<file path="config.mk">
export PLATFORM = sky130hd
export DESIGN_NAME = fetch_unit_flat
export DESIGN_NICKNAME = d
export VERILOG_FILES = /design/src/rtl/core_pkg.sv /design/src/rtl/fetch_unit_if.sv /design/src/rtl/fetch_skid_buf.sv /design/src/rtl/fetch_unit.sv /design/src/flat_wrapper.sv
export SDC_FILE = /design/constraint.sdc
export NUM_CORES = 1
export LEC_CHECK = 0
export BUFFER_PORTS_ARGS = -buffer_cell sky130_fd_sc_hd__buf_2
export CORE_MARGIN = 4
export CORE_UTILIZATION = 52
export CTS_BUF_LIST = sky130_fd_sc_hd__clkbuf_4 sky130_fd_sc_hd__clkbuf_8
export DETAILED_ROUTE_END_ITERATION = 10
export HOLD_SLACK_MARGIN = 0.12
export PLACE_DENSITY = 0.79
export SLEW_MARGIN = 5
export SYNTH_ARGS = -nofsm -noshare
export SYNTH_HDL_FRONTEND = slang
export SYNTH_HIERARCHICAL = 1
export SYNTH_SLANG_ARGS = --single-unit
</file>
<file path="constraint.sdc">
create_clock -name clk -period 3.6 [get_ports clk]
set_clock_uncertainty 0.2 [all_clocks]
set_input_delay 0.72 -clock clk [delete_from_list [all_inputs] [get_ports clk]]
set_output_delay 0.72 -clock clk [all_outputs]
set_load 0.02 [all_outputs]
</file>
<file path="src/rtl/core_pkg.sv">
// Shared fetch-stage types and defaults: reset/NOP constants, the fetched word record,
// and the output-register source selection.
package core_pkg;

  localparam logic [31:0] RESET_PC_DEFAULT = 32'h0000_0000;
  localparam logic [31:0] NOP_INSN_DEFAULT = 32'h0000_0013;

  typedef struct packed {
    logic [31:0] insn;
    logic [31:0] pc;
  } fetch_word_t;

  // Source feeding the decoder-facing output register on the next edge.
  typedef enum logic [2:0] {
    OUT_HOLD,
    OUT_FLUSH,
    OUT_DRAIN,
    OUT_RETURN,
    OUT_EMPTY
  } out_sel_e;

  function automatic logic [31:0] word_align(input logic [31:0] addr);
    return addr & ~32'h0000_0003;
  endfunction

endpackage

</file>
<file path="src/rtl/fetch_unit_if.sv">
// Synchronous instruction-memory read port: strobe and word address out, data back one cycle later.
interface fetch_unit_if;

  logic        imem_re;
  logic [31:0] imem_addr;
  logic [31:0] imem_rdata;

  modport master (
    output imem_re,
    output imem_addr,
    input  imem_rdata
  );

  modport slave (
    input  imem_re,
    input  imem_addr,
    output imem_rdata
  );

endinterface

</file>
<file path="src/rtl/fetch_skid_buf.sv">
// One-entry skid buffer holding a fetched word that arrived while the output was stalled.
module fetch_skid_buf
  import core_pkg::*;
(
  input  logic        clk,
  input  logic        reset,
  input  logic        flush,
  input  logic        load,
  input  logic        drain,
  input  fetch_word_t din,
  output fetch_word_t dout,
  output logic        valid
);

  always_ff @(posedge clk) begin
    if (reset || flush) begin
      valid <= 1'b0;
    end else if (load) begin
      valid <= 1'b1;
    end else if (drain) begin
      valid <= 1'b0;
    end
  end

  always_ff @(posedge clk) begin
    if (reset) begin
      dout <= '0;
    end else if (load) begin
      dout <= din;
    end
  end

  // Issue is suppressed while the output is held, so a second word can never arrive here.
  skid_no_overflow: assert property (
    @(posedge clk) disable iff (reset) !(load && valid && !drain && !flush)
  );

endmodule

</file>
<file path="src/rtl/fetch_unit.sv">
// Instruction fetch stage: PC and read issue, registered insn/pc/valid output to the decoder,
// a one-entry skid for stalls, and flush/refetch on redirect.
module fetch_unit
  import core_pkg::*;
#(
  parameter logic [31:0] RESET_PC = RESET_PC_DEFAULT,
  parameter logic [31:0] NOP_INSN = NOP_INSN_DEFAULT
) (
  input  logic                clk,
  input  logic                reset,
  input  logic                run,
  input  logic                stall,
  input  logic                redirect,
  input  logic [31:0]         redirect_pc,
  fetch_unit_if.master        imem,
  output logic [31:0]         insn,
  output logic [31:0]         pc,
  output logic                insn_valid
);

  logic [31:0] fetch_pc;
  logic [31:0] pend_pc;
  logic        pend;
  logic        issue;
  logic [31:0] issue_addr;
  logic        held;
  logic        skid_load;
  logic        skid_drain;
  logic        skid_valid;
  fetch_word_t skid_word;
  fetch_word_t ret_word;
  out_sel_e    out_sel;

  // Issue is masked during reset so the first read goes out the cycle reset drops.
  always_comb begin
    issue      = !reset && (redirect || (run && !stall));
    issue_addr = redirect ? word_align(redirect_pc) : fetch_pc;
  end

  assign imem.imem_re   = issue;
  assign imem.imem_addr = issue_addr;

  always_ff @(posedge clk) begin
    if (reset) begin
      fetch_pc <= word_align(RESET_PC);
      pend     <= 1'b0;
      pend_pc  <= '0;
    end else begin
      pend <= issue;
      if (issue) begin
        fetch_pc <= issue_addr + 32'd4;
        pend_pc  <= issue_addr;
      end
    end
  end

  always_comb begin
    held          = insn_valid && stall;
    ret_word.insn = imem.imem_rdata;
    ret_word.pc   = pend_pc;
  end

  // Redirect outranks everything; a returning word goes to the skid only when the output is held.
  always_comb begin
    out_sel = OUT_HOLD;
    if (redirect) begin
      out_sel = OUT_FLUSH;
    end else if (skid_valid && !stall) begin
      out_sel = OUT_DRAIN;
    end else if (pend && !held) begin
      out_sel = OUT_RETURN;
    end else if (insn_valid && !stall) begin
      out_sel = OUT_EMPTY;
    end
  end

  always_comb begin
    skid_load  = !redirect && pend && held;
    skid_drain = (out_sel == OUT_DRAIN);
  end

  fetch_skid_buf u_skid (
    .clk   (clk),
    .reset (reset),
    .flush (redirect),
    .load  (skid_load),
    .drain (skid_drain),
    .din   (ret_word),
    .dout  (skid_word),
    .valid (skid_valid)
  );

  always_ff @(posedge clk) begin
    if (reset) begin
      insn       <= NOP_INSN;
      pc         <= word_align(RESET_PC);
      insn_valid <= 1'b0;
    end else begin
      unique case (out_sel)
        OUT_FLUSH, OUT_EMPTY: begin
          insn       <= NOP_INSN;
          insn_valid <= 1'b0;
        end
        OUT_DRAIN: begin
          insn       <= skid_word.insn;
          pc         <= skid_word.pc;
          insn_valid <= 1'b1;
        end
        OUT_RETURN: begin
          insn       <= ret_word.insn;
          pc         <= ret_word.pc;
          insn_valid <= 1'b1;
        end
        default: begin
        end
      endcase
    end
  end

endmodule

</file>
<file path="src/flat_wrapper.sv">
// flat-port wrapper written by rule: the top's interface ports become plain ports
module fetch_unit_flat import core_pkg::*;
#(
  parameter logic [31:0] RESET_PC = RESET_PC_DEFAULT,
  parameter logic [31:0] NOP_INSN = NOP_INSN_DEFAULT
)
  (clk, reset, run, stall, redirect, redirect_pc, insn, pc, insn_valid, imem_imem_re, imem_imem_addr, imem_imem_rdata);
  fetch_unit_if imem_i ();
  input  logic clk;
  input  logic reset;
  input  logic run;
  input  logic stall;
  input  logic redirect;
  input  logic [31:0] redirect_pc;
  output logic [31:0] insn;
  output logic [31:0] pc;
  output logic insn_valid;
  output wire logic [$bits(imem_i.imem_re)-1:0] imem_imem_re;
  output wire logic [$bits(imem_i.imem_addr)-1:0] imem_imem_addr;
  input wire logic [$bits(imem_i.imem_rdata)-1:0] imem_imem_rdata;
  assign imem_imem_re = imem_i.imem_re;
  assign imem_imem_addr = imem_i.imem_addr;
  assign imem_i.imem_rdata = imem_imem_rdata;
  fetch_unit #(.RESET_PC(RESET_PC), .NOP_INSN(NOP_INSN)) u_core (.clk(clk), .reset(reset), .run(run), .stall(stall), .redirect(redirect), .redirect_pc(redirect_pc), .imem(imem_i), .insn(insn), .pc(pc), .insn_valid(insn_valid));
endmodule
</file>
======== Word level (Yosys, flattened, before mapping) ========
Cells that the tools add are included.
word-level totals
  bits in registers ....................... 195
  input bits .............................. 69
  logic and storage cells ................. 44
operators by class
  add/sub/neg operators ................... 1
  equal/unequal tests ..................... 4
  multiplexer cells ....................... 10
  reductions and logical operators ........ 20
operators by type and width
  cell                                                             count
  32-bit one-hot mux with 3 select lines                           1
  32-bit one-hot mux with 2 select lines                           1
  32-bit by 3-bit adder with 32-bit output, second input constant  1
  32-bit two-way mux                                               1
  3-bit two-way mux                                                4
  1-bit logical AND                                                8
  3-bit by 2-bit == test with 1-bit output, second input constant  2
  2-bit nonzero test                                               3
  1-bit logical NOT                                                4
  2-bit OR reduction                                               2
  3-bit by 1-bit == test with 1-bit output, second input constant  1
  3-bit == test, second input constant                             1
  3-bit nonzero test                                               1
  1-bit logical OR                                                 2
  1-bit two-way mux                                                2
  1-bit one-hot mux with 2 select lines                            1

======== Longest topological paths before layout ========
Gate-level depths: netlist of run 1.
  word-level depth ........................ 9
  mapped depth ............................ 13

======== By module ========
Netlist of run 1, hierarchy kept.
by module, submodules not included
  module          instances  cells each  area each (µm²)  seq. area each (µm²)
  fetch_unit      1          699         6134.6           2562.5
  fetch_skid_buf  1          210         2321.0           1301.2

======== Worst setup path before layout of run 1 ========
No wires, ideal clock.
  path type ............................... input-to-reg
  start ................................... input redirect
  end ..................................... register u_core.fetch_pc[28]
  library setup time ...................... 0.062 ns
  arrival ................................. 3.396 ns
  required time ........................... 3.338 ns
  slack ................................... -0.058 ns
  cell stages on the path ................. 13
  path through ............................ buf_6 > buf_4 > buf_4 > buf_2 > buf_4 > mux2_2 > ha_1 > nand4b_1 > a22oi_4 > nand4_2 > buf_6 > or4_1 > nand3_1
on the way
  longest elaborated chain between the ends .. 2
ends and longest elaborated chain
  item                                      line                text
  start, declared                           flat_wrapper.sv:13  input logic redirect;
  32-bit two-way mux                        fetch_unit.sv:37    issue_addr = redirect ? word_align(redirect_pc) : fetch_pc;
  via imem_imem_addr[2]                     flat_wrapper.sv:19  output wire logic [$bits(imem_i.imem_addr)-1:0] imem_imem_addr;
  32-bit by 3-bit adder with 32-bit output  fetch_unit.sv:51    fetch_pc <= issue_addr + 32'd4;
  end signal, assigned                      fetch_unit.sv:45    fetch_pc <= word_align(RESET_PC);
  end signal, assigned                      fetch_unit.sv:51
  end, declared                             fetch_unit.sv:21    logic [31:0] fetch_pc;
The timed path passes the listed nets, and every way through them passes these cells.
A chain may end at the register's enable or synchronous reset.

======== Final worst setup path of run 1 ========
  start ................................... input redirect
  end ..................................... output imem_imem_addr[23]
on the way
  longest elaborated chain between the ends .. 1
ends and longest elaborated chain
  item                line
  32-bit two-way mux  fetch_unit.sv:37
  end, declared       flat_wrapper.sv:19
Every way passes these cells.

==> flow_summary.json, run 1 <==
{
  "critical_path_peak_fanout": 41,
  "internal_power_w": 0.00296,
  "cts.hold.buffers_added": 0,
  "rsz_0062_raised_after_global_routing": "false",
  "layout.area.seq_um2": 3860,
  "yosysMostFrequentCell": "sky130_fd_sc_hd__dfxtp_1",
  "grtUsageTotal": 0.230,
  "hold_path.class": "register to register",
  "power_frac_comb": 0.127,
  "io_pins": 167,
  "regToRegStartpoint": "u_core/fetch_pc[2]$_SDFFE_PP0P_",
  "hold_path_end": "u_core/pc[4]$_SDFFE_PP0P_",
  "r2r_slack_ps": 990,
  "final-max-slew-violation-count": 0,
  "drc_viols": 0,
  "result_of_the_run": "completed",
  "yosys.area_share.simple": 0.189,
  "final_area_um2": 9740,
  "post-synth-top-area-cell": "sky130_fd_sc_hd__dfxtp_1",
  "grt_max_degree": 82,
  "first_pass_iters": 9,
  "setup_total_negative_slack_ps": 0,
  "avgViaCountPerCell": 5.75,
  "yosys_most_used_dff": "sky130_fd_sc_hd__dfxtp_1",
  "shortest_period_the_worst_path_allows_ps": 3160,
  "yosys.area_share.xor_xnor": 0.00725,
  "layout.core_utilization": 0.613,
  "max_cap_viol_count": 0,
  "timing.critical_path.mode_cell": "sky130_fd_sc_hd__buf_2",
  "floorplan.initialDensity": 0.532,
  "hold_viol_final": 0,
  "tritoncts_clock_tree": "yes",
  "achievable-frequency_mhz": 316,
  "floorplan.die.height_um": 136,
  "clk-insertion-delay-late_ps": 460,
  "vias": 7298,
  "grt_overflow": 0,
  "worstPathCellList": "buf_2 > buf_4 > mux2i_1 > inv_1 > buf_2",
  "wl_mm": 21.4,
  "critical_path.max_stage_delay_ps": 490,
  "dp_hpwl_mm": 14.4,
  "dpl-instance-area_um2": 9360,
  "post_synthesis_compound_gate_area_fraction": 0.173,
  "post_layout_nonfiller_instances": 1269,
  "power.sequential.fraction": 0.544,
  "synthAdderAreaFrac": 0.00148,
  "clk_pin_slew_worst_paths_ps": 90,
  "power.clock.fraction": 0.329,
  "number_of_clock_sinks": 193,
  "ctsHtreeMaxLevel": 4,
  "route.detailed.wl_per_inst_um": 16.8,
  "post_cts_buffers": 0,
  "async_flop_share": 0,
  "synth_nets": 979,
  "ys_seq_elements": 193,
  "setup.worst_path.start_class": "input port",
  "port_buffers": 164,
  "ctsLongestPathBuffers": 2,
  "floorplan.die_area_um2": 18400,
  "timing.hold.worst.start": "u_core/pc[4]$_SDFFE_PP0P_",
  "layout-drive-gt1-share": 0.241,
  "p_switching_w": 0.00120,
  "place.gp.congestion": 0.887,
  "dieWidth_um": 136,
  "drt_iter0_drc": 751,
  "final_antenna_net_count": 0,
  "synth_area_leaders": "sky130_fd_sc_hd__dfxtp_1 46%, sky130_fd_sc_hd__mux2i_1 9.4%, sky130_fd_sc_hd__nor2_1 6.1%, sky130_fd_sc_hd__a222oi_1 3.9%, sky130_fd_sc_hd__nand2_1 3.1%",
  "multi_input_area_um2": 4120,
  "most_numerous_cell_types_in_the_synthesized_netlist": "193 x sky130_fd_sc_hd__dfxtp_1, 137 x sky130_fd_sc_hd__nor2_1, 79 x sky130_fd_sc_hd__mux2i_1",
  "pwr_density_cell_nw_per_um2": 427,
  "dpl.cell_count": 1237,
  "critical_path.slowest_cell": "sky130_fd_sc_hd__buf_4",
  "synth_seq_area_share": 0.457,
  "cp.required_ps": 2680,
  "floorplan.core_area_um2": 15900,
  "mappedNetlistArea_um2": 8460,
  "max_slew.worst_pin.slew_ps": 805,
  "cts_buffers": 17,
  "syn_avg_cell_area_um2": 9.30,
  "timing.max_slew.rel_slack": 0.462,
  "post_synth_mux_area_share": 0.113,
  "fin_nets": 1110,
  "yosys.area.top_type_share": 0.457,
  "largest_family_of_logic_cells_by_synthesized_area": "simple AND/OR/NAND/NOR gates",
  "worst_r2r_path_depth": 7,
  "antenna_cells_inserted": 0,
  "synth_cells": 909,
  "grt_antenna_before_repair": 0,
  "hold_path_depth": 2,
  "grt_pass1_wl_mm": 34.3,
  "cts.root.buffer_cell": "sky130_fd_sc_hd__clkbuf_8",
  "fillerInstances": 1414,
  "final_min_period_over_clock_period": 0.879,
  "synth_enable_flop_cells": 0,
  "worst_setup_path_end_kind": "output pin",
  "first_global_vias": 6875,
  "p_leak_nw": 3.99,
  "ys_types": 67,
  "rows": 46,
  "area_delta_synth_final_pct": 15.2,
  "critical_path_class": "input port to output pin",
  "setup_viol_count_final": 0,
  "regToRegEndpoint": "u_core/fetch_pc[26]$_SDFFE_PP0P_",
  "cts.repair.resized": 0,
  "vdd_ir_drop_max_mv": 0.323,
  "worst-endpoint-arrival_ps": 2240,
  "yosysWarningCount": 6,
  "swShare": 0.288
}
-- power by group through the flow --
stage                     Clock [W]  Sequential [W]  Combinational (W)
after floorplan                   0         0.00231           0.000336
after global placement            0         0.00231           0.000521
after detailed placement          0         0.00231           0.000529
after CTS                   0.00140         0.00226           0.000530
after global routing        0.00149         0.00227           0.000579
final                       0.00137         0.00226           0.000530
-- stage by stage --
step	hold slack, ps	power, W	setup slack (ps)
2_1_floorplan	243	0.00265	50.2
3_3_place_gp	236	0.00283	378
3_5_place_dp	243	0.00284	337
4_1_cts	254	0.00419	433
5_1_grt	266	0.00434	336
6_report	251	0.00416	437
-- metal layers --
metal	routed length [um]	share of wire	vias up	track usage
met5	0	0	-	0
met4	302	0.014	0	0.0605
met3	1180	0.055	21	0.0550
met2	10700	0.50	219	0.388
met1	9240	0.43	3472	0.298
li1	-	-	3586	-
-- critical path, delay by kind of cell --
kind	cells	cell delay (ps)
mux	1	450
buf+inv	4	1030
-- flip-flops by register name, summed over array words and instances (netlist names) --
name,flops
u_core/pend,1
u_core/u_skid/dout,64
u_core/insn_valid,1
u_core/pc,32
u_core/insn,32
u_core/u_skid/valid,1
u_core/pend_pc,30
u_core/fetch_pc,32
-- cells in the final DEF (no fill, tap or decap), types with 4 or more instances in the layout --
cell type	instances
sky130_fd_sc_hd__inv_1	19
sky130_fd_sc_hd__clkbuf_8	17
sky130_fd_sc_hd__dfxtp_1	193
sky130_fd_sc_hd__o22ai_1	5
sky130_fd_sc_hd__o311ai_1	6
sky130_fd_sc_hd__nor3_1	19
sky130_fd_sc_hd__buf_4	18
sky130_fd_sc_hd__or3_1	8
sky130_fd_sc_hd__buf_2	163
sky130_fd_sc_hd__nand2b_1	5
sky130_fd_sc_hd__mux2_2	12
sky130_fd_sc_hd__a222oi_1	33
sky130_fd_sc_hd__inv_6	4
sky130_fd_sc_hd__o31ai_1	5
sky130_fd_sc_hd__a211oi_1	10
sky130_fd_sc_hd__or4_1	5
sky130_fd_sc_hd__nand3_1	44
sky130_fd_sc_hd__o221ai_1	26
sky130_fd_sc_hd__o211a_1	5
sky130_fd_sc_hd__nand2_1	70
sky130_fd_sc_hd__nand4_1	9
sky130_fd_sc_hd__nor2_1	136
sky130_fd_sc_hd__nand3b_1	4
sky130_fd_sc_hd__o21ai_0	19
sky130_fd_sc_hd__o2111ai_1	6
sky130_fd_sc_hd__a21oi_1	46
sky130_fd_sc_hd__clkinv_4	4
sky130_fd_sc_hd__mux2i_1	79
sky130_fd_sc_hd__xnor2_1	5
sky130_fd_sc_hd__nand4b_1	4
-- worst max-delay path by stage --
| stage | end | startpoint | cells after the start | slack [ps] |
|---|---|---|---|---|
| CTS | imem_imem_addr[5] | redirect | 5 | 430 |
| floorplan | u_core/fetch_pc[28]$_SDFFE_PP0P_ | redirect | 13 | 50 |
| global route | imem_imem_addr[23] | redirect | 5 | 340 |
| finish | imem_imem_addr[23] | redirect | 5 | 440 |
| global placement | u_core/fetch_pc[24]$_SDFFE_PP0P_ | redirect | 7 | 380 |
| detailed placement | u_core/fetch_pc[26]$_SDFFE_PP0P_ | redirect | 7 | 340 |
-- logic make-up (layout without fill, tap and decap cells) --
kind of cell             count (synthesis)  count (layout)
buffers and inverters                   95             239
multiplexers                            94              94
AO/OA/AOI/OAI                          187             187
AND/OR/NAND/NOR                        332             332
adder cells (fa/ha/maj)                  1               1
XOR/XNOR                                 7               7
flip-flops                             193             193
-- area by class of cell --
type / count / area share
Inverter: 22 / 0.00848
Multi-Input combinational cell: 621 / 0.423
Tap cell: 216 / 0.0278
Clock buffer: 17 / 0.0240
Timing Repair Buffer: 185 / 0.105
Sequential cell: 193 / 0.397
Clock inverter: 15 / 0.0153
Power figures use the tool's default switching activity.
==> run 2: changes to the inputs <==
--- a/config.mk
+++ b/config.mk
@@ -6,14 +6,16 @@
 export NUM_CORES = 1
 export LEC_CHECK = 0
 export BUFFER_PORTS_ARGS = -buffer_cell sky130_fd_sc_hd__buf_2
+export CELL_PAD_IN_SITES_DETAIL_PLACEMENT = 1
+export CELL_PAD_IN_SITES_GLOBAL_PLACEMENT = 1
 export CORE_MARGIN = 4
-export CORE_UTILIZATION = 52
+export CORE_UTILIZATION = 38
 export CTS_BUF_LIST = sky130_fd_sc_hd__clkbuf_4 sky130_fd_sc_hd__clkbuf_8
 export DETAILED_ROUTE_END_ITERATION = 10
 export HOLD_SLACK_MARGIN = 0.12
-export PLACE_DENSITY = 0.79
+export MAX_ROUTING_LAYER = met4
+export PLACE_DENSITY_LB_ADDON = 0.1
 export SLEW_MARGIN = 5
 export SYNTH_ARGS = -nofsm -noshare
 export SYNTH_HDL_FRONTEND = slang
-export SYNTH_HIERARCHICAL = 1
 export SYNTH_SLANG_ARGS = --single-unit
==> run 2 against run 1 <==
Compared with the run above:
- sequential power about the same
- cell area fell by 1.6%
- worst hold slack better by 5.5 ps
- count of clock-buffer cells in the layout is 1 higher
- sequential cell count unchanged
- cell count rose by 9.1%
- global-route usage down 2.0 points
- critical path depth unchanged
- die area is 29% higher
- synthesized cell count grew 5.9%
- sequential share of layout area is 0.66 points higher
- critical endpoint is now imem_imem_addr[7]
- highest routed layer unchanged
==> flow_summary.json, run 2 <==
{
  "floorplan.core_area_um2": 21000,
  "cts_buffers": 17,
  "critical_path_class": "input port to output pin",
  "yosys.area.top_type_share": 0.479,
  "setup.worst_path.start_class": "input port",
  "drt_iter0_drc": 487,
  "regToRegStartpoint": "u_core.fetch_pc[24]$_SDFFE_PP0P_",
  "grt_overflow": 0,
  "layout.core_utilization": 0.457,
  "place.gp.congestion": 0.815,
  "hold_path.class": "register to register",
  "top_library_cells_by_usage_in_the_layout_fill_and_taps_aside": "197 x sky130_fd_sc_hd__nand2_1, 193 x sky130_fd_sc_hd__dfxtp_1, 163 x sky130_fd_sc_hd__buf_2",
  "regToRegEndpoint": "u_core.fetch_pc[31]$_SDFFE_PP0P_",
  "dpl.cell_count": 1354,
  "mappedNetlistArea_um2": 8060,
  "rsz_0062_raised_after_global_routing": "false",
  "critical_path_peak_fanout": 46,
  "tritoncts_clock_tree": "yes",
  "grtUsageTotal": 0.211,
  "worst-endpoint-arrival_ps": 2180,
  "synth_nets": 1033,
  "floorplan.die_area_um2": 23600,
  "layout-drive-gt1-share": 0.231,
  "setup_total_negative_slack_ps": 0,
  "achievable-frequency_mhz": 323,
  "max_cap_viol_count": 0,
  "rows": 53,
  "vdd_ir_drop_max_mv": 0.206,
  "result_of_the_run": "completed",
  "synth_seq_area_share": 0.479,
  "post-synth-top-area-cell": "sky130_fd_sc_hd__dfxtp_1",
  "worstPathCellList": "buf_2 > buf_12 > mux2i_1 > inv_1 > buf_2",
  "vias": 7471,
  "synth_enable_flop_cells": 0,
  "final_min_period_over_clock_period": 0.861,
  "fin_nets": 1168,
  "top_register": "u_core.u_skid.dout",
  "antenna_cells_inserted": 0,
  "synth_cells": 963,
  "syn_avg_cell_area_um2": 8.37,
  "pwr_density_cell_nw_per_um2": 443,
  "route.detailed.wl_per_inst_um": 17.8,
  "largest_register_ffs": 64,
  "yosysWarningCount": 0,
  "floorplan.die.height_um": 154,
  "first_pass_iters": 6,
  "yosysMostFrequentCell": "sky130_fd_sc_hd__nand2_1",
  "post_layout_nonfiller_instances": 1385,
  "grt_antenna_before_repair": 0,
  "async_flop_share": 0,
  "avgViaCountPerCell": 5.39,
  "clk-insertion-delay-late_ps": 460,
  "worst_r2r_path_depth": 6,
  "timing.critical_path.mode_cell": "sky130_fd_sc_hd__buf_2",
  "final-max-slew-violation-count": 0,
  "max_slew.worst_pin.slew_ps": 999,
  "io_pins": 167,
  "synth_area_leaders": "sky130_fd_sc_hd__dfxtp_1 48%, sky130_fd_sc_hd__nand2_1 9.2%, sky130_fd_sc_hd__a21oi_1 7.0%, sky130_fd_sc_hd__nor2_1 3.8%, sky130_fd_sc_hd__a222oi_1 3.7%",
  "drc_viols": 0,
  "crit_end": "imem_imem_addr[7]",
  "worst_setup_path_end_kind": "output pin",
  "hold_path_depth": 2,
  "dp_hpwl_mm": 16.8,
  "ctsLongestPathBuffers": 2,
  "hold_viol_final": 0,
  "cp.required_ps": 2680,
  "ys_seq_elements": 193,
  "grt_pass1_wl_mm": 40.1,
  "clk_pin_slew_worst_paths_ps": 90,
  "wl_mm": 24.6,
  "area_delta_synth_final_pct": 18.8,
  "final_antenna_net_count": 0,
  "cts.hold.buffers_added": 0,
  "critical_path.slowest_cell": "sky130_fd_sc_hd__mux2i_1",
  "r2r_slack_ps": 1310,
  "most_numerous_cell_types_in_the_synthesized_netlist": "197 x sky130_fd_sc_hd__nand2_1, 193 x sky130_fd_sc_hd__dfxtp_1, 112 x sky130_fd_sc_hd__a21oi_1",
  "commonest_non_fill_non_tap_cell_in_the_layout": "sky130_fd_sc_hd__nand2_1",
  "p_leak_nw": 3.79,
  "critical_path.max_stage_delay_ps": 410,
  "yosys_most_used_dff": "sky130_fd_sc_hd__dfxtp_1",
  "ctsHtreeMaxLevel": 4,
  "number_of_clock_sinks": 193,
  "fin_ws_ps": 501,
  "ys_types": 55,
  "port_buffers": 164,
  "grt_max_degree": 95,
  "dieWidth_um": 154,
  "startpoint": "redirect",
  "floorplan.initialDensity": 0.385,
  "first_global_vias": 7532,
  "post_cts_buffers": 0,
  "setup_viol_count_final": 0,
  "cts.repair.resized": 0,
  "timing.max_slew.rel_slack": 0.334,
  "shortest_period_the_worst_path_allows_ps": 3100,
  "post-place-ws_ps": 365,
  "cts.root.buffer_cell": "sky130_fd_sc_hd__clkbuf_8"
}
==> run 2: per-layer routing <==
layer / wire (um) / share of wire / GRT usage / vias up
met5: 0 / 0 / - / -
met4: 173 / 0.0070 / 0.0399 / 0
met3: 834 / 0.034 / 0.0360 / 11
met2: 11500 / 0.47 / 0.331 / 125
met1: 12100 / 0.49 / 0.290 / 3631
li1: - / - / - / 3704
==> run 2: worst min path at each step <==
stage | from | endpoint | slack [ps]
6_report | u_core.pc[21]$_SDFFE_PP0P_ | u_core.pc[21]$_SDFFE_PP0P_ | 260
5_1_grt | imem_imem_rdata[22] | u_core.u_skid.dout[54]$_SDFFE_PP0P_ | 250
4_1_cts | imem_imem_rdata[20] | u_core.u_skid.dout[52]$_SDFFE_PP0P_ | 260
3_3_place_gp | u_core.pc[9]$_SDFFE_PP0P_ | u_core.pc[9]$_SDFFE_PP0P_ | 240
3_5_place_dp | u_core.pc[22]$_SDFFE_PP0P_ | u_core.pc[22]$_SDFFE_PP0P_ | 250
2_1_floorplan | u_core.fetch_pc[7]$_SDFFE_PP0P_ | u_core.fetch_pc[7]$_SDFFE_PP0P_ | 230
==> run 2: through the flow <==
step | hold slack, ps | total power [W] | instance area (um2)
global route | 251 | 0.00444 | 9580
floorplan | 231 | 0.00262 | 8070
CTS | 260 | 0.00431 | 9580
finish | 256 | 0.00425 | 9580
global placement | 240 | 0.00282 | 9170
detailed placement | 247 | 0.00283 | 9170
==> run 2: cell families after synthesis <==
group,share of synthesized area
AND/OR/NAND/NOR,0.216
AO/OA/AOI/OAI,0.198
adder cells (fa/ha/maj),0.00155
buffers and inverters,0.0518
flip-flops,0.479
multiplexers,0.0402
XOR/XNOR,0.0130
==> run 2: final cells by class <==
| class | instances | area [um2] |
|---|---|---|
| fillers | 2616 | 11400 |
| clock buffers | 18 | 241 |
| well taps | 275 | 344 |
| repair buffers | 194 | 1090 |
| clock inverters | 13 | 170 |
| multi-input cells | 673 | 3800 |
| flip-flops and latches | 193 | 3860 |
| inverters | 19 | 71.3 |
==> run 2: critical path: cells and delay by family <==
kind	cells	cell delay, ps
muxes	1	410
buffers and inverters	4	1010
==> run 2: power breakdown <==
group	switching [W]	internal, W
clock network	0.000815	0.000653
logic	0.000338	0.000180
registers	0.0000555	0.00221
==> run 3: changes to the inputs <==
--- a/config.mk
+++ b/config.mk
@@ -6,10 +6,10 @@
 export NUM_CORES = 1
 export LEC_CHECK = 0
 export BUFFER_PORTS_ARGS = -buffer_cell sky130_fd_sc_hd__buf_2
-export CELL_PAD_IN_SITES_DETAIL_PLACEMENT = 1
-export CELL_PAD_IN_SITES_GLOBAL_PLACEMENT = 1
+export CELL_PAD_IN_SITES_DETAIL_PLACEMENT = 0
+export CELL_PAD_IN_SITES_GLOBAL_PLACEMENT = 2
 export CORE_MARGIN = 4
-export CORE_UTILIZATION = 38
+export CORE_UTILIZATION = 31
 export CTS_BUF_LIST = sky130_fd_sc_hd__clkbuf_4 sky130_fd_sc_hd__clkbuf_8
 export DETAILED_ROUTE_END_ITERATION = 10
 export HOLD_SLACK_MARGIN = 0.12
@@ -18,4 +18,5 @@
 export SLEW_MARGIN = 5
 export SYNTH_ARGS = -nofsm -noshare
 export SYNTH_HDL_FRONTEND = slang
+export SYNTH_HIERARCHICAL = 1
 export SYNTH_SLANG_ARGS = --single-unit
==> run 3 against run 2 <==
Compared with the run above:
- first-iteration DRC count increased by 8.8%
- largest power group unchanged
- power increased by 0.58%
- highest routed layer unchanged
- critical path type unchanged
- cell count increased by 0.87%
==> flow_summary.json, run 3 (synthesized netlist as in run 1, its figures left out) <==
{
  "commonest_non_fill_non_tap_cell_in_the_layout": "sky130_fd_sc_hd__dfxtp_1",
  "cts.repair.resized": 0,
  "dpl.cell_count": 1365,
  "regToRegStartpoint": "u_core/fetch_pc[2]$_SDFFE_PP0P_",
  "critical_path.slowest_cell": "sky130_fd_sc_hd__mux2i_1",
  "post_layout_nonfiller_instances": 1397,
  "cts.hold.buffers_added": 0,
  "vdd_ir_drop_max_mv": 0.300,
  "final_min_period_over_clock_period": 0.845,
  "drc_viols": 0,
  "final_area_um2": 9950,
  "timing.critical_path.mode_cell": "sky130_fd_sc_hd__buf_4",
  "layout-drive-gt1-share": 0.243,
  "final-max-slew-violation-count": 0,
  "cts.root.buffer_cell": "sky130_fd_sc_hd__clkbuf_8",
  "first_global_vias": 7086,
  "hold_path.class": "register to register",
  "largest_register_ffs": 64,
  "result_of_the_run": "completed",
  "hold_path_depth": 2,
  "route.detailed.wl_per_inst_um": 18.4,
  "floorplan.initialDensity": 0.315,
  "grt_max_degree": 87,
  "worst-endpoint-arrival_ps": 2120,
  "wl_mm": 25.7,
  "timing.hold.worst.start": "u_core/pc[5]$_SDFFE_PP0P_",
  "setup_total_negative_slack_ps": 0,
  "critical_path_peak_fanout": 52,
  "cp.required_ps": 2680,
  "rsz_0062_raised_after_global_routing": "false",
  "drt_iter0_drc": 530,
  "clk_pin_slew_worst_paths_ps": 110,
  "avgViaCountPerCell": 5.16,
  "first_pass_iters": 5,
  "cpLargestDelayFamily": "buffers and inverters",
  "worstPathCellList": "buf_4 > buf_12 > buf_4 > mux2i_1 > inv_1 > buf_2",
  "grtUsageTotal": 0.172,
  "floorplan.die_area_um2": 30000,
  "number_of_clock_sinks": 193,
  "hold_viol_final": 0,
  "clk-insertion-delay-late_ps": 460,
  "vias": 7204,
  "antenna_cells_inserted": 0,
  "worst_setup_path_end_kind": "output pin",
  "regToRegEndpoint": "u_core/fetch_pc[30]$_SDFFE_PP0P_",
  "dp_hpwl_mm": 16.8,
  "setup_viol_count_final": 0,
  "achievable-frequency_mhz": 329,
  "floorplan.die.height_um": 173,
  "floorplan.core_area_um2": 26900,
  "cts_buffers": 17,
  "tritoncts_clock_tree": "yes",
  "critical_path.max_stage_delay_ps": 350,
  "worst-path-buf-inv": 5,
  "top_library_cells_by_usage_in_the_layout_fill_and_taps_aside": "193 x sky130_fd_sc_hd__dfxtp_1, 162 x sky130_fd_sc_hd__buf_2, 136 x sky130_fd_sc_hd__nor2_1",
  "grt_pass1_wl_mm": 40.8,
  "rows": 60,
  "grt_antenna_before_repair": 0,
  "critical_path_class": "input port to output pin",
  "top_register": "u_core/u_skid/dout",
  "port_buffers": 164,
  "hold_path_end": "u_core/pc[5]$_SDFFE_PP0P_",
  "grt_overflow": 0,
  "final_antenna_net_count": 0,
  "layout.core_utilization": 0.370,
  "ctsLongestPathBuffers": 2,
  "p_leak_nw": 4.01,
  "dpl-instance-area_um2": 9540,
  "pwr_density_cell_nw_per_um2": 429,
  "r2r_slack_ps": 970,
  "io_pins": 167,
  "max_cap_viol_count": 0,
  "totalPowerFinal_w": 0.00427,
  "place.gp.congestion": 0.727,
  "area_delta_synth_final_pct": 17.7,
  "shortest_period_the_worst_path_allows_ps": 3040,
  "timing.max_slew.rel_slack": 0.358,
  "dieWidth_um": 173,
  "max_slew.worst_pin.slew_ps": 963,
  "ctsHtreeMaxLevel": 4,
  "worst_r2r_path_depth": 7,
  "setup.worst_path.start_class": "input port",
  "fin_nets": 1113,
  "post_cts_buffers": 0
}
## run 3: changes by cell type in the layout (fill, tap and decap cells not counted), moves of 6 or more
cell / delta
sky130_fd_sc_hd__nand2_1: -127
sky130_fd_sc_hd__mux2i_1: +68
sky130_fd_sc_hd__a21oi_1: -66
sky130_fd_sc_hd__nor2_1: +56
sky130_fd_sc_hd__a22oi_1: -34
sky130_fd_sc_hd__o221ai_1: +26
sky130_fd_sc_hd__nand3_1: +8
sky130_fd_sc_hd__mux2_2: -7
sky130_fd_sc_hd__o311ai_0: -7
sky130_fd_sc_hd__or3_1: +7
sky130_fd_sc_hd__o311ai_1: +6
## run 3: worst max path at each step
| stage | from | end | slack, ps | cells past startpoint |
|---|---|---|---|---|
| floorplan | redirect | u_core/fetch_pc[28]$_SDFFE_PP0P_ | 50 | 13 |
| global placement | redirect | u_core/fetch_pc[24]$_SDFFE_PP0P_ | 480 | 7 |
| detailed placement | redirect | u_core/fetch_pc[30]$_SDFFE_PP0P_ | 450 | 8 |
| CTS | redirect | imem_imem_addr[23] | 570 | 6 |
| global route | redirect | imem_imem_addr[23] | 480 | 6 |
| finish | redirect | imem_imem_addr[23] | 560 | 6 |
## run 3: final cells by class
type                            count  area [um2]
Clock buffer                       17         234
Clock inverter                     15         183
Fill cell                        2834       16900
Inverter                           22        82.6
Multi-Input combinational cell    621        4120
Sequential cell                   193        3860
Tap cell                          341         427
Timing Repair Buffer              188        1050
## run 3: layer usage
layer / track usage / share of wire
met5: - / 0
met4: 0.0329 / 0.0078
met3: 0.0313 / 0.036
met2: 0.285 / 0.48
met1: 0.224 / 0.47
## run 3: worst min-delay path: cells and delay by family, from the launching register on
kind / cells / cell delay [ps]
AND/OR/NAND/NOR: 1 / 50
flip-flops: 1 / 320
AO/OA/AOI/OAI: 1 / 50
## run 3: stage by stage
step | setup slack (ps) | hold WS (ps)
after global placement | 479 | 239
after global routing | 476 | 269
after floorplan | 50.2 | 243
final | 559 | 253
after CTS | 569 | 257
after detailed placement | 447 | 243
## run 3: power by group
part / internal [W] / switching [W] / total (W)
registers: 0.00221 / 0.0000573 / 0.00226
clock network: 0.000537 / 0.000928 / 0.00146
logic: 0.000187 / 0.000357 / 0.000545
